### config.mk
export PLATFORM = sky130hd
export DESIGN_NAME = booth_r8_seq_mult_flat
export DESIGN_NICKNAME = d
export VERILOG_FILES = /design/src/rtl/booth_r8_seq_mult_pkg.sv /design/src/rtl/booth_r8_seq_mult_if.sv /design/src/rtl/booth_r8_seq_mult_b_encoder.sv /design/src/rtl/booth_r8_seq_mult.sv /design/src/flat_wrapper.sv
export SDC_FILE = /design/constraint.sdc
export NUM_CORES = 1
export LEC_CHECK = 0
export ABC_CLOCK_PERIOD_IN_PS = 5870
export CORE_MARGIN = 2
export CORE_UTILIZATION = 50
export DETAILED_ROUTE_END_ITERATION = 7
export DONT_BUFFER_PORTS = 1
export PLACE_DENSITY = 0.68
export SLEW_MARGIN = 10
export SYNTH_ARGS = -nofsm -noshare
export SYNTH_HDL_FRONTEND = slang
export SYNTH_HIERARCHICAL = 1
export SYNTH_SLANG_ARGS = --single-unit
export TNS_END_PERCENT = 20
### constraint.sdc
create_clock -name clk -period 5.87 [get_ports clk]
set_input_delay 0.8805 -clock clk [delete_from_list [all_inputs] [get_ports clk]]
set_output_delay 0.8805 -clock clk [all_outputs]
set_load 0.05 [all_outputs]
### src/rtl/booth_r8_seq_mult_pkg.sv
// -----------------------------------------------------------------------------
// booth_pkg
// Shared definitions for the sequential radix-8 Booth multiplier:
//   - mult_state_t : controller states
//   - ENC_*        : bit positions inside the 5-bit Booth digit encoding
//   - ndig()       : number of radix-8 Booth digits for an n-bit multiplier
// -----------------------------------------------------------------------------
package booth_pkg;

    typedef enum logic [1:0] {
        IDLE    = 2'd0,
        PRECOMP = 2'd1,
        ACCUM   = 2'd2,
        DONE    = 2'd3
    } mult_state_t;

    localparam int ENC_NEG = 4;
    localparam int ENC_4X  = 3;
    localparam int ENC_3X  = 2;
    localparam int ENC_2X  = 1;
    localparam int ENC_1X  = 0;

    // Each radix-8 digit consumes three multiplier bits, so an n-bit operand
    // needs ceil(n/3) digits once it is sign-extended to a multiple of three.
    function automatic int ndig(int n);
        return (n + 2) / 3;
    endfunction

endpackage

### src/rtl/booth_r8_seq_mult_if.sv
// -----------------------------------------------------------------------------
// booth_r8_seq_mult_if
// Operand/result handshake bundle for booth_r8_seq_mult.
//   in_valid/in_ready  : operand handshake (x, y signed, N bits)
//   out_valid/out_ready: result handshake (p signed, 2N bits)
// Modports:
//   master : the producer/consumer side (drives operands, accepts product)
//   slave  : the multiplier core
// -----------------------------------------------------------------------------
interface booth_r8_seq_mult_if #(
    parameter int N = 16
);
    logic             in_valid;
    logic             in_ready;
    logic [N-1:0]     x;
    logic [N-1:0]     y;
    logic             out_valid;
    logic             out_ready;
    logic [2*N-1:0]   p;

    modport master (
        output in_valid, x, y, out_ready,
        input  in_ready, out_valid, p
    );

    modport slave (
        input  in_valid, x, y, out_ready,
        output in_ready, out_valid, p
    );
endinterface

### src/rtl/booth_r8_seq_mult_b_encoder.sv
// -----------------------------------------------------------------------------
// b_encoder
// Radix-8 Booth digit encoder. The 4-bit window {y[3i+2:3i], y[3i-1]} has
// value -4*w[3] + 2*w[2] + w[1] + w[0], in the range -4..+4.
// Ports:
//   win [3:0] : Booth window, MSB first, LSB is the overlap bit
//   enc [4:0] : bit4 negate, bits3:0 one-hot select 4X/3X/2X/1X, all zero = 0
// -----------------------------------------------------------------------------
module b_encoder
    import booth_pkg::*;
(
    input  logic [3:0] win,
    output logic [4:0] enc
);

    // Plain lookup of the window value; negative digits set the negate bit
    // and select the matching magnitude. 0000 and 1111 both encode zero.
    always_comb begin
        enc = '0;
        case (win)
            4'b0001, 4'b0010: enc[ENC_1X] = 1'b1;
            4'b0011, 4'b0100: enc[ENC_2X] = 1'b1;
            4'b0101, 4'b0110: enc[ENC_3X] = 1'b1;
            4'b0111:          enc[ENC_4X] = 1'b1;
            4'b1000: begin
                enc[ENC_NEG] = 1'b1;
                enc[ENC_4X]  = 1'b1;
            end
            4'b1001, 4'b1010: begin
                enc[ENC_NEG] = 1'b1;
                enc[ENC_3X]  = 1'b1;
            end
            4'b1011, 4'b1100: begin
                enc[ENC_NEG] = 1'b1;
                enc[ENC_2X]  = 1'b1;
            end
            4'b1101, 4'b1110: begin
                enc[ENC_NEG] = 1'b1;
                enc[ENC_1X]  = 1'b1;
            end
            default: enc = '0;
        endcase
    end

endmodule

### src/rtl/booth_r8_seq_mult.sv
// -----------------------------------------------------------------------------
// booth_r8_seq_mult
// Sequential signed radix-8 Booth multiplier, one Booth digit per cycle.
// Flow: IDLE (accept) -> PRECOMP (3X = X + 2X) -> ACCUM (NDIG digits) -> DONE.
// Ports:
//   clk   : rising-edge clock
//   rst_n : asynchronous active-low reset, aborts any operation in flight
//   bus   : booth_r8_seq_mult_if.slave (in_valid/in_ready/x/y,
//           out_valid/out_ready/p)
// -----------------------------------------------------------------------------
module booth_r8_seq_mult
    import booth_pkg::*;
#(
    parameter int N = 16
) (
    input  logic                 clk,
    input  logic                 rst_n,
    booth_r8_seq_mult_if.slave   bus
);

    localparam int NDIG = ndig(N);
    localparam int YW   = 3 * NDIG;
    localparam int PW   = 2 * N;
    localparam int CW   = $clog2(NDIG + 1);
    localparam logic [CW-1:0] LAST_DIG = CW'(NDIG - 1);

    mult_state_t   state, nxt_state;

    logic [PW-1:0] xs;
    logic [PW-1:0] x3s;
    logic [PW-1:0] acc;
    logic [PW-1:0] p_q;
    logic [YW-1:0] ysh;
    logic          yprev;
    logic [CW-1:0] cnt;

    logic [3:0]    win;
    logic [4:0]    enc;
    logic [3:0]    sel;
    logic          sel_legal;
    logic [PW-1:0] mag;
    logic [PW-1:0] term;
    logic [PW-1:0] add_a;
    logic [PW-1:0] add_b;
    logic [PW-1:0] sum;

    assign bus.in_ready  = (state == IDLE);
    assign bus.out_valid = (state == DONE);
    assign bus.p         = p_q;

    // The low three bits of the shifting Y register plus the bit shifted out
    // last time form the current window; yprev starts at 0 for digit 0.
    assign win = {ysh[2:0], yprev};

    b_encoder u_enc (
        .win (win),
        .enc (enc)
    );

    // An encoding is usable only with at most one select bit and no negate on
    // a zero select; anything else contributes nothing to the product.
    assign sel       = enc[3:0];
    assign sel_legal = $onehot0(sel) && !(enc[ENC_NEG] && (sel == 4'b0000));

    // Pick the magnitude from the pre-aligned multiplicand registers. 2X and
    // 4X are plain shifts of X; 3X comes from the PRECOMP result.
    always_comb begin
        mag = '0;
        if (sel_legal) begin
            case (sel)
                4'b0001: mag = xs;
                4'b0010: mag = xs << 1;
                4'b0100: mag = x3s;
                4'b1000: mag = xs << 2;
                default: mag = '0;
            endcase
        end
        term = (sel_legal && enc[ENC_NEG]) ? (~mag + PW'(1)) : mag;
    end

    // The single 2N-bit adder: builds X + 2X during PRECOMP, and accumulates
    // the current digit term for the rest of the operation.
    always_comb begin
        add_a = acc;
        add_b = term;
        if (state == PRECOMP) begin
            add_a = xs;
            add_b = xs << 1;
        end
        sum = add_a + add_b;
    end

    // State register only; all decisions live in the next-state block.
    always_ff @(posedge clk or negedge rst_n) begin
        if (!rst_n) begin
            state <= IDLE;
        end else begin
            state <= nxt_state;
        end
    end

    // Next-state logic. Operands are taken only in IDLE, so in_valid while
    // busy has no effect, and DONE waits for the consumer before freeing up.
    always_comb begin
        nxt_state = state;
        case (state)
            IDLE:    if (bus.in_valid) nxt_state = PRECOMP;
            PRECOMP: nxt_state = ACCUM;
            ACCUM:   if (cnt == LAST_DIG) nxt_state = DONE;
            DONE:    if (bus.out_ready) nxt_state = IDLE;
            default: nxt_state = IDLE;
        endcase
    end

    // Datapath registers. Each ACCUM cycle the multiplicand copies shift left
    // by three to track the digit weight, while Y shifts right by three so
    // the next window is always at the bottom. p is written only when the
    // last digit lands, so the consumer never sees a partial sum.
    always_ff @(posedge clk or negedge rst_n) begin
        if (!rst_n) begin
            xs    <= '0;
            x3s   <= '0;
            acc   <= '0;
            p_q   <= '0;
            ysh   <= '0;
            yprev <= 1'b0;
            cnt   <= '0;
        end else begin
            case (state)
                IDLE: begin
                    if (bus.in_valid) begin
                        xs    <= PW'($signed(bus.x));
                        ysh   <= YW'($signed(bus.y));
                        yprev <= 1'b0;
                        acc   <= '0;
                        cnt   <= '0;
                    end
                end
                PRECOMP: begin
                    x3s <= sum;
                end
                ACCUM: begin
                    acc   <= sum;
                    xs    <= xs << 3;
                    x3s   <= x3s << 3;
                    ysh   <= {{3{ysh[YW-1]}}, ysh[YW-1:3]};
                    yprev <= ysh[2];
                    cnt   <= cnt + CW'(1);
                    if (cnt == LAST_DIG) begin
                        p_q <= sum;
                    end
                end
                default: begin
                end
            endcase
        end
    end

    // The encoder should never emit a multi-select or a negated zero.
    enc_legal_a: assert property (
        @(posedge clk) disable iff (!rst_n)
        (state == ACCUM) |-> sel_legal
    );

endmodule

### src/flat_wrapper.sv
// flat-port wrapper written by rule: the top's interface ports become plain ports
module booth_r8_seq_mult_flat import booth_pkg::*;
#(
    parameter int N = 16
)
  (clk, rst_n, bus_in_valid, bus_x, bus_y, bus_out_ready, bus_in_ready, bus_out_valid, bus_p);
  booth_r8_seq_mult_if #(.N(N)) bus_i ();
  input  logic clk;
  input  logic rst_n;
  input wire logic [$bits(bus_i.in_valid)-1:0] bus_in_valid;
  input wire logic [$bits(bus_i.x)-1:0] bus_x;
  input wire logic [$bits(bus_i.y)-1:0] bus_y;
  input wire logic [$bits(bus_i.out_ready)-1:0] bus_out_ready;
  output wire logic [$bits(bus_i.in_ready)-1:0] bus_in_ready;
  output wire logic [$bits(bus_i.out_valid)-1:0] bus_out_valid;
  output wire logic [$bits(bus_i.p)-1:0] bus_p;
  assign bus_i.in_valid = bus_in_valid;
  assign bus_i.x = bus_x;
  assign bus_i.y = bus_y;
  assign bus_i.out_ready = bus_out_ready;
  assign bus_in_ready = bus_i.in_ready;
  assign bus_out_valid = bus_i.out_valid;
  assign bus_p = bus_i.p;
  booth_r8_seq_mult #(.N(N)) u_core (.clk(clk), .rst_n(rst_n), .bus(bus_i));
endmodule
After elaboration in Yosys (flattened, before gate mapping)
Index checks and enable logic that the tools add are counted.
Word-level totals
  flip-flop bits (word level): 152
  latch bits: 0
  bits in writable memories: 0
  ROM bits: 0
  output and inout port bits: 34
  logic and storage cells: 85
  memories: 0
Cells by class
  $add $sub $neg: 6
  multipliers: 0
  div/mod/pow operators: 0
  magnitude comparators: 1
  eq/ne operators: 25
  shift-type cells: 0
  muxes and demuxes: 25
  bitwise operators: 2
  reductions and logical operators: 17
Operators with widths (number)
  32-bit two-way mux: 6
  32-bit case mux with 2 select lines: 3
  32-bit case mux with 4 select lines: 1
  18-bit case mux with 2 select lines: 1
  32-bit by 1-bit adder with 32-bit output, second input constant: 1
  32-bit adder: 1
  4-bit == test, second input constant: 8
  32-bit inverter: 1
  4-bit by 3-bit == test with 1-bit output, second input constant: 5
  18-bit two-way mux: 1
  4-bit by 2-bit == test with 1-bit output, second input constant: 3
  4-bit OR reduction: 3
  4-bit by 1-bit == test with 1-bit output, second input constant: 2
  2-bit case mux with 4 select lines: 1
  7-bit OR reduction: 1
  1-bit two-way mux: 6
  2-bit two-way mux: 3
  3-bit case mux with 2 select lines: 1
  3-bit AND reduction: 2
  1-bit by 1-bit adder with 2-bit output: 2
  2-bit == test, second input constant: 2
  4-bit zero test: 1
  2-bit != test, second input constant: 2
  2-bit AND reduction: 2
  14 further kinds: 17

Depth between registers and ports, before layout
  word-level depth: 14
  depth in mapped cells: 28
  depth with buffers taken out: 24

Hierarchy
The synthesis kept the hierarchy.
Modules (own cells, without submodules)
  booth_r8_seq_mult: times used 1, cells each 1264, area an instance 10656.5 sq um, seq. area each 3778.6 sq um
  b_encoder: times used 1, cells each 11, area an instance 70.1 sq um, seq. area each 0.0 sq um

Worst setup path before layout
No wires, ideal clock.
  path type: reg2reg
  from: register u_core.ysh[0]
  to: register u_core.x3s[30]
  library setup time: 124 ps
  data arrival time: 5828 ps
  data required time: 5746 ps
  path slack: -82 ps
  cell stages (with the launch flop): 27
  buffers on the path: 3
  period minus slack after synthesis: 5952 ps
  path through: dfrtp_1 -> or4b_1 -> o21ai_0 -> buf_6 -> inv_2 -> fa_1 -> nand2b_1 -> o211ai_2 -> a21oi_1 -> buf_2 -> clkbuf_1 -> nand2_1 -> ha_1 -> nand2b_1 -> o21ai_0 -> xor2_1 -> mux2_2 -> ha_1 -> o21ai_0 -> nor2_1 -> o221ai_1 -> o311ai_2 -> a221oi_2 -> o21ai_0 -> a31oi_1 -> mux2i_1 -> a211o_1
Between the ends
  longest elaborated chain between the ends: 14
RTL lines
  from (decl): RTL line booth_r8_seq_mult.sv:33  | logic [YW-1:0] ysh;
  from (signal assigned): RTL line booth_r8_seq_mult.sv:133  | ysh <= YW'($signed(bus.y));
  from (signal assigned): RTL line booth_r8_seq_mult.sv:146  | ysh <= {{3{ysh[YW-1]}}, ysh[YW-1:3]};
  4-bit == test / 4-bit by 3-bit == test with 1-bit output (equally long branches): RTL line booth_r8_seq_mult_b_encoder.sv:20  | case (win)
  2-bit OR reduction (no line) *
  1-bit two-way mux *: RTL line booth_r8_seq_mult_b_encoder.sv:20
  named net u_core.enc[3]: RTL line booth_r8_seq_mult.sv:38  | logic [4:0] enc;
  1-bit by 1-bit adder with 2-bit output (implied by the code) / 4-bit zero test (equally long branches): RTL line booth_r8_seq_mult.sv:63  | assign sel_legal = $onehot0(sel) && !(enc[ENC_NEG] && (sel == 4'b0000));
  3-bit adder (implied by the code) / 1-bit logical AND (equally long branches): RTL line booth_r8_seq_mult.sv:63
  3-bit by 1-bit less-or-equal comparator with 1-bit output (implied by the code) / 1-bit zero test (equally long branches): RTL line booth_r8_seq_mult.sv:63
  1-bit logical AND: RTL line booth_r8_seq_mult.sv:63
  32-bit two-way mux: RTL line booth_r8_seq_mult.sv:69  | if (sel_legal) begin
  32-bit inverter: RTL line booth_r8_seq_mult.sv:78  | term = (sel_legal && enc[ENC_NEG]) ? (~mag + PW'(1)) : mag;
  32-bit by 1-bit adder with 32-bit output: RTL line booth_r8_seq_mult.sv:78
  32-bit two-way mux *: RTL line booth_r8_seq_mult.sv:78
  32-bit two-way mux *: RTL line booth_r8_seq_mult.sv:86  | if (state == PRECOMP) begin
  32-bit adder *: RTL line booth_r8_seq_mult.sv:90  | sum = add_a + add_b;
  32-bit case mux with 2 select lines *: RTL line booth_r8_seq_mult.sv:129  | case (state)
  to (signal assigned): RTL line booth_r8_seq_mult.sv:140  | x3s <= sum;
  to (signal assigned): RTL line booth_r8_seq_mult.sv:145  | x3s <= x3s << 3;
  to (decl): RTL line booth_r8_seq_mult.sv:30  | logic [PW-1:0] x3s;
The timed path passes the listed nets; every way through them passes the cells marked *.
A chain may end at the register's enable or synchronous reset.

Final worst setup path
  from: register u_core.ysh[1]
  to: register u_core.p_q[28] (netlist: u_core/bus.p[28])
Between the ends
  longest elaborated chain between the ends: 13
RTL lines
  4-bit == test / 4-bit by 3-bit == test with 1-bit output (equally long branches): RTL line booth_r8_seq_mult_b_encoder.sv:20
  2-bit OR reduction (no line) *
  1-bit two-way mux *: RTL line booth_r8_seq_mult_b_encoder.sv:20
  named net u_core.enc[3]: RTL line booth_r8_seq_mult.sv:38
  1-bit by 1-bit adder with 2-bit output (implied by the code) / 4-bit zero test (equally long branches): RTL line booth_r8_seq_mult.sv:63
  3-bit adder (implied by the code) / 1-bit logical AND (equally long branches): RTL line booth_r8_seq_mult.sv:63
  3-bit by 1-bit less-or-equal comparator with 1-bit output (implied by the code) / 1-bit zero test (equally long branches): RTL line booth_r8_seq_mult.sv:63
  1-bit logical AND: RTL line booth_r8_seq_mult.sv:63
  32-bit two-way mux: RTL line booth_r8_seq_mult.sv:69
  32-bit inverter: RTL line booth_r8_seq_mult.sv:78
  32-bit by 1-bit adder with 32-bit output: RTL line booth_r8_seq_mult.sv:78
  32-bit two-way mux *: RTL line booth_r8_seq_mult.sv:78
  32-bit two-way mux *: RTL line booth_r8_seq_mult.sv:86
  32-bit adder *: RTL line booth_r8_seq_mult.sv:90
  to (signal assigned): RTL line booth_r8_seq_mult.sv:150  | p_q <= sum;
  to (decl): RTL line booth_r8_seq_mult.sv:32  | logic [PW-1:0] p_q;
Marked as above.

==> impl_results.md <==
- Avg Vias per Cell: 6.240
- Mapped cell area: 10,730 um^2
- Commonest cells after routing, fill and taps aside: nand2_1 (174), o21ai_0 (160), dfrtp_1 (149), a21oi_1 (103), nor2_1 (72)
- Fin. Hold Viols: 0
- DRT Wirelength: 30,690 um
- CTS tree: built
- Overflow after GRT: 0
- CP Capture Type: flop
- DIE WIDTH: 150.5 um
- Post-synth cell types: 79
- Worst Skew: 12.09 ps
- Share of layout cells above drive strength 1: 14.29%
- Core area: 21,020 um^2
- N_diodes: 0
- Worst slew margin: 23.56%
- DP HPWL: 21,650 um
- Clk root buf: clkbuf_16
- Final Hold Slack: 146.7 ps
- Synth top area share: 35.23%
- Chip Height: 150.5 um
- Wire length per cell: 19.81 um
- Tcrit/Tclk final: 97.43%
- Syn Area/Cell: 8.413 um^2
- Register area share after synthesis: 35.23%
- Largest cells by area after synthesis: dfrtp_1 (35%), o21ai_0 (7.9%), nand2_1 (6.2%), ha_1 (5.0%), a21oi_1 (4.9%)
- Commonest non-fill, non-tap cell in the layout: nand2_1
- Gpl congestion: 0.9845
- DRT antenna net count: 0
- Ys async rst share: 100.0%
- Clk_lat worst skew: 430 ps
- CP max FO: 6
- Nets: 1,343
- Total of max-cap violations: 0
- YS warnings: 6
- Cts-stage hold buffer count: 0
- Vias in the first global route: 8,757
- R2R setup slack: 150 ps
- Slew @ Worst Pin: 1142 ps
- Critical R2R Launch: u_core/ysh[1]$_DFFE_PN0P_
- Net count after synthesis: 1,356
- Area after DPL: 11,070 um^2
- Drt pass-1 iters: 5
- DRC viols: 0
- Final Max Slew Viols: 0
- PortBufs: 0
- Outcome: completed
- Filler cells: 1,877
- Initial antenna violation count: 0
- R2R cell count: 25
- All-Layer GR Usage: 27.39%
- Final setup violation count: 0
- Via Count: 9,666
- Post-synth EDFFs: 0
- CP arrival: 5990 ps
- Clk slew on worst S/H paths: 60 ps
- Ys flop type: dfrtp_1
- Die area: 22,640 um^2
- Fmax: 0.1748 GHz
- DR iter-0 viols: 1,056
- Hold Path Class: in -> async
- Yosys reg bits: 151
- Rows: 53
- Final min period: 5719 ps
- Cell taking the most area after synthesis: dfrtp_1
- First-pass GRT wire length: 48,500 um
- Post-route cell area: 11,980 um^2
- Largest net degree at the start of global routing: 152
- Initial cell density of the core: 51.03%
- CTS Buf Count: 17
- CP Launch Type: flop
- Max clock buf depth: 2
- CTS sink cnt: 151
- # IOs: 70
- Worst setup path class: reg -> reg
- Layout area overhead: 11.69%
- Syn Inst Count: 1,275
- Req. time, crit path: 6140 ps
- H-tree levels: 4
- R2R Path End: u_core/bus.p[28]$_DFFE_PN0P_
-- worst max path at each step --
stage / startpoint / endpoint / slack (ps) / cells past startpoint
after CTS: u_core/ysh[1]$_DFFE_PN0P_ / u_core/x3s[29]$_DFFE_PN0P_ / 8 / 21
final: u_core/ysh[1]$_DFFE_PN0P_ / u_core/bus.p[28]$_DFFE_PN0P_ / 150 / 25
after global placement: u_core/ysh[1]$_DFFE_PN0P_ / u_core/x3s[29]$_DFFE_PN0P_ / 90 / 21
after detailed placement: u_core/ysh[1]$_DFFE_PN0P_ / u_core/x3s[29]$_DFFE_PN0P_ / -10 / 25
after global routing: u_core/ysh[1]$_DFFE_PN0P_ / u_core/bus.p[31]$_DFFE_PN0P_ / -150 / 24
after floorplan: u_core/ysh[0]$_DFFE_PN0P_ / u_core/x3s[30]$_DFFE_PN0P_ / 6 / 26
-- routing by layer --
metal	up-vias	share of wire (%)	wire [um]	track usage (%)
met1	4562	48	14640	43.06
met3	32	9.9	3033	6.394
met2	466	41	12530	37.34
li1	4606	-	-	-
met4	0	1.6	480	7.028
met5	-	0	0	0
-- repair_timing --
action,4_1_cts,5_1_grt
setup endpoints to repair,11,43
setup buffers,0,9
gates resized for setup,6,57
pin swaps,0,16
-- cell families (layout without fill, tap and decap cells) --
family	count (synthesis)	count (layout)	synth area share (%)
compound gates	467	467	27.81
xor+xnor	52	52	4.246
mux	55	55	5.401
buf+inv	130	129	5.261
flops	151	151	35.23
fa+ha+maj	45	45	5.389
simple gates	375	375	16.67
-- state kept, by name (all words and copies together), names as in the netlist --
name and flops:
u_core/acc 32, u_core/cnt 3, u_core/yprev 1, u_core/x3s 32
u_core/ysh 17, u_core/xs 32, u_core/state 2, u_core/bus.p 32
-- per-stage QoR --
| stage | utilization (%) | setup WS [ps] | cells | setup TNS [ps] |
|---|---|---|---|---|
| 6_report | 56.99 | 150.6 | 1549 | 0 |
| 5_1_grt | 56.99 | -145.1 | 1549 | -890.5 |
| 4_1_cts | 55.54 | 7.517 | 1540 | 0 |
| 3_5_place_dp | 52.68 | -11.80 | 1509 | -11.80 |
| 3_3_place_gp | 52.68 | 87.38 | 1509 | 0 |
| 2_1_floorplan | - | 5.833 | 1275 | 0 |
-- cell usage after synthesis, types with 4 or more instances --
master     instances
a2111oi_0          4
a211oi_1           5
a21o_1            13
a21oi_1          105
a221oi_1           6
a221oi_2           4
a22o_1            18
a22oi_1           38
a31o_2             5
a31oi_1           11
and2_1             8
and3_1            15
and4_1             4
buf_1              8
buf_2             10
buf_4              4
buf_6              5
clkbuf_1          62
dfrtp_1          151
ha_1              43
inv_1             38
mux2_2            23
mux2i_1           32
nand2_1          177
nand2b_1          16
nand3_1           15
nand4_1            4
nand4b_1          18
nor2_1            74
nor2b_1           13
nor3_1             8
o211ai_1           9
o21a_1            10
o21ai_0          170
o21bai_1           4
o22a_1            10
o22ai_1           11
o31ai_1            5
xnor2_1           26
xor2_1            26
-- final cells by class --
type	count	area [um^2]	share of cell area, %
multi-input combinational	994	6663	55.61
inverter	40	150.1	1.253
clock inverter	11	136.4	1.138
sequential	151	3781	31.56
timing repair buffer	58	459.2	3.833
clock buffer	20	446.7	3.728
tap	275	344.1	2.872
-- worst max-delay path, cell delays in order, from the launching register on --
cell and delay, ps:
dfrtp_2 450, or4b_1 500, o21ai_2 120, inv_2 70
fa_1 480, nand2b_1 120, o211ai_2 110, a21oi_2 240
nand2_1 160, ha_4 210, nor2b_1 150, o21ai_1 150
nor3_2 80, a2111oi_2 250, o31ai_2 120, ha_1 350
nand2_2 130, o21a_1 140, or2_2 130, o311ai_4 130
buf_4 190, a22o_1 200, a221o_1 390, o41ai_4 370
xnor2_1 190, o21ai_0 110
Power is left out: the tool's default activity adds up to more than one toggle a clock period on the data nets, which glitch-free logic cannot reach.
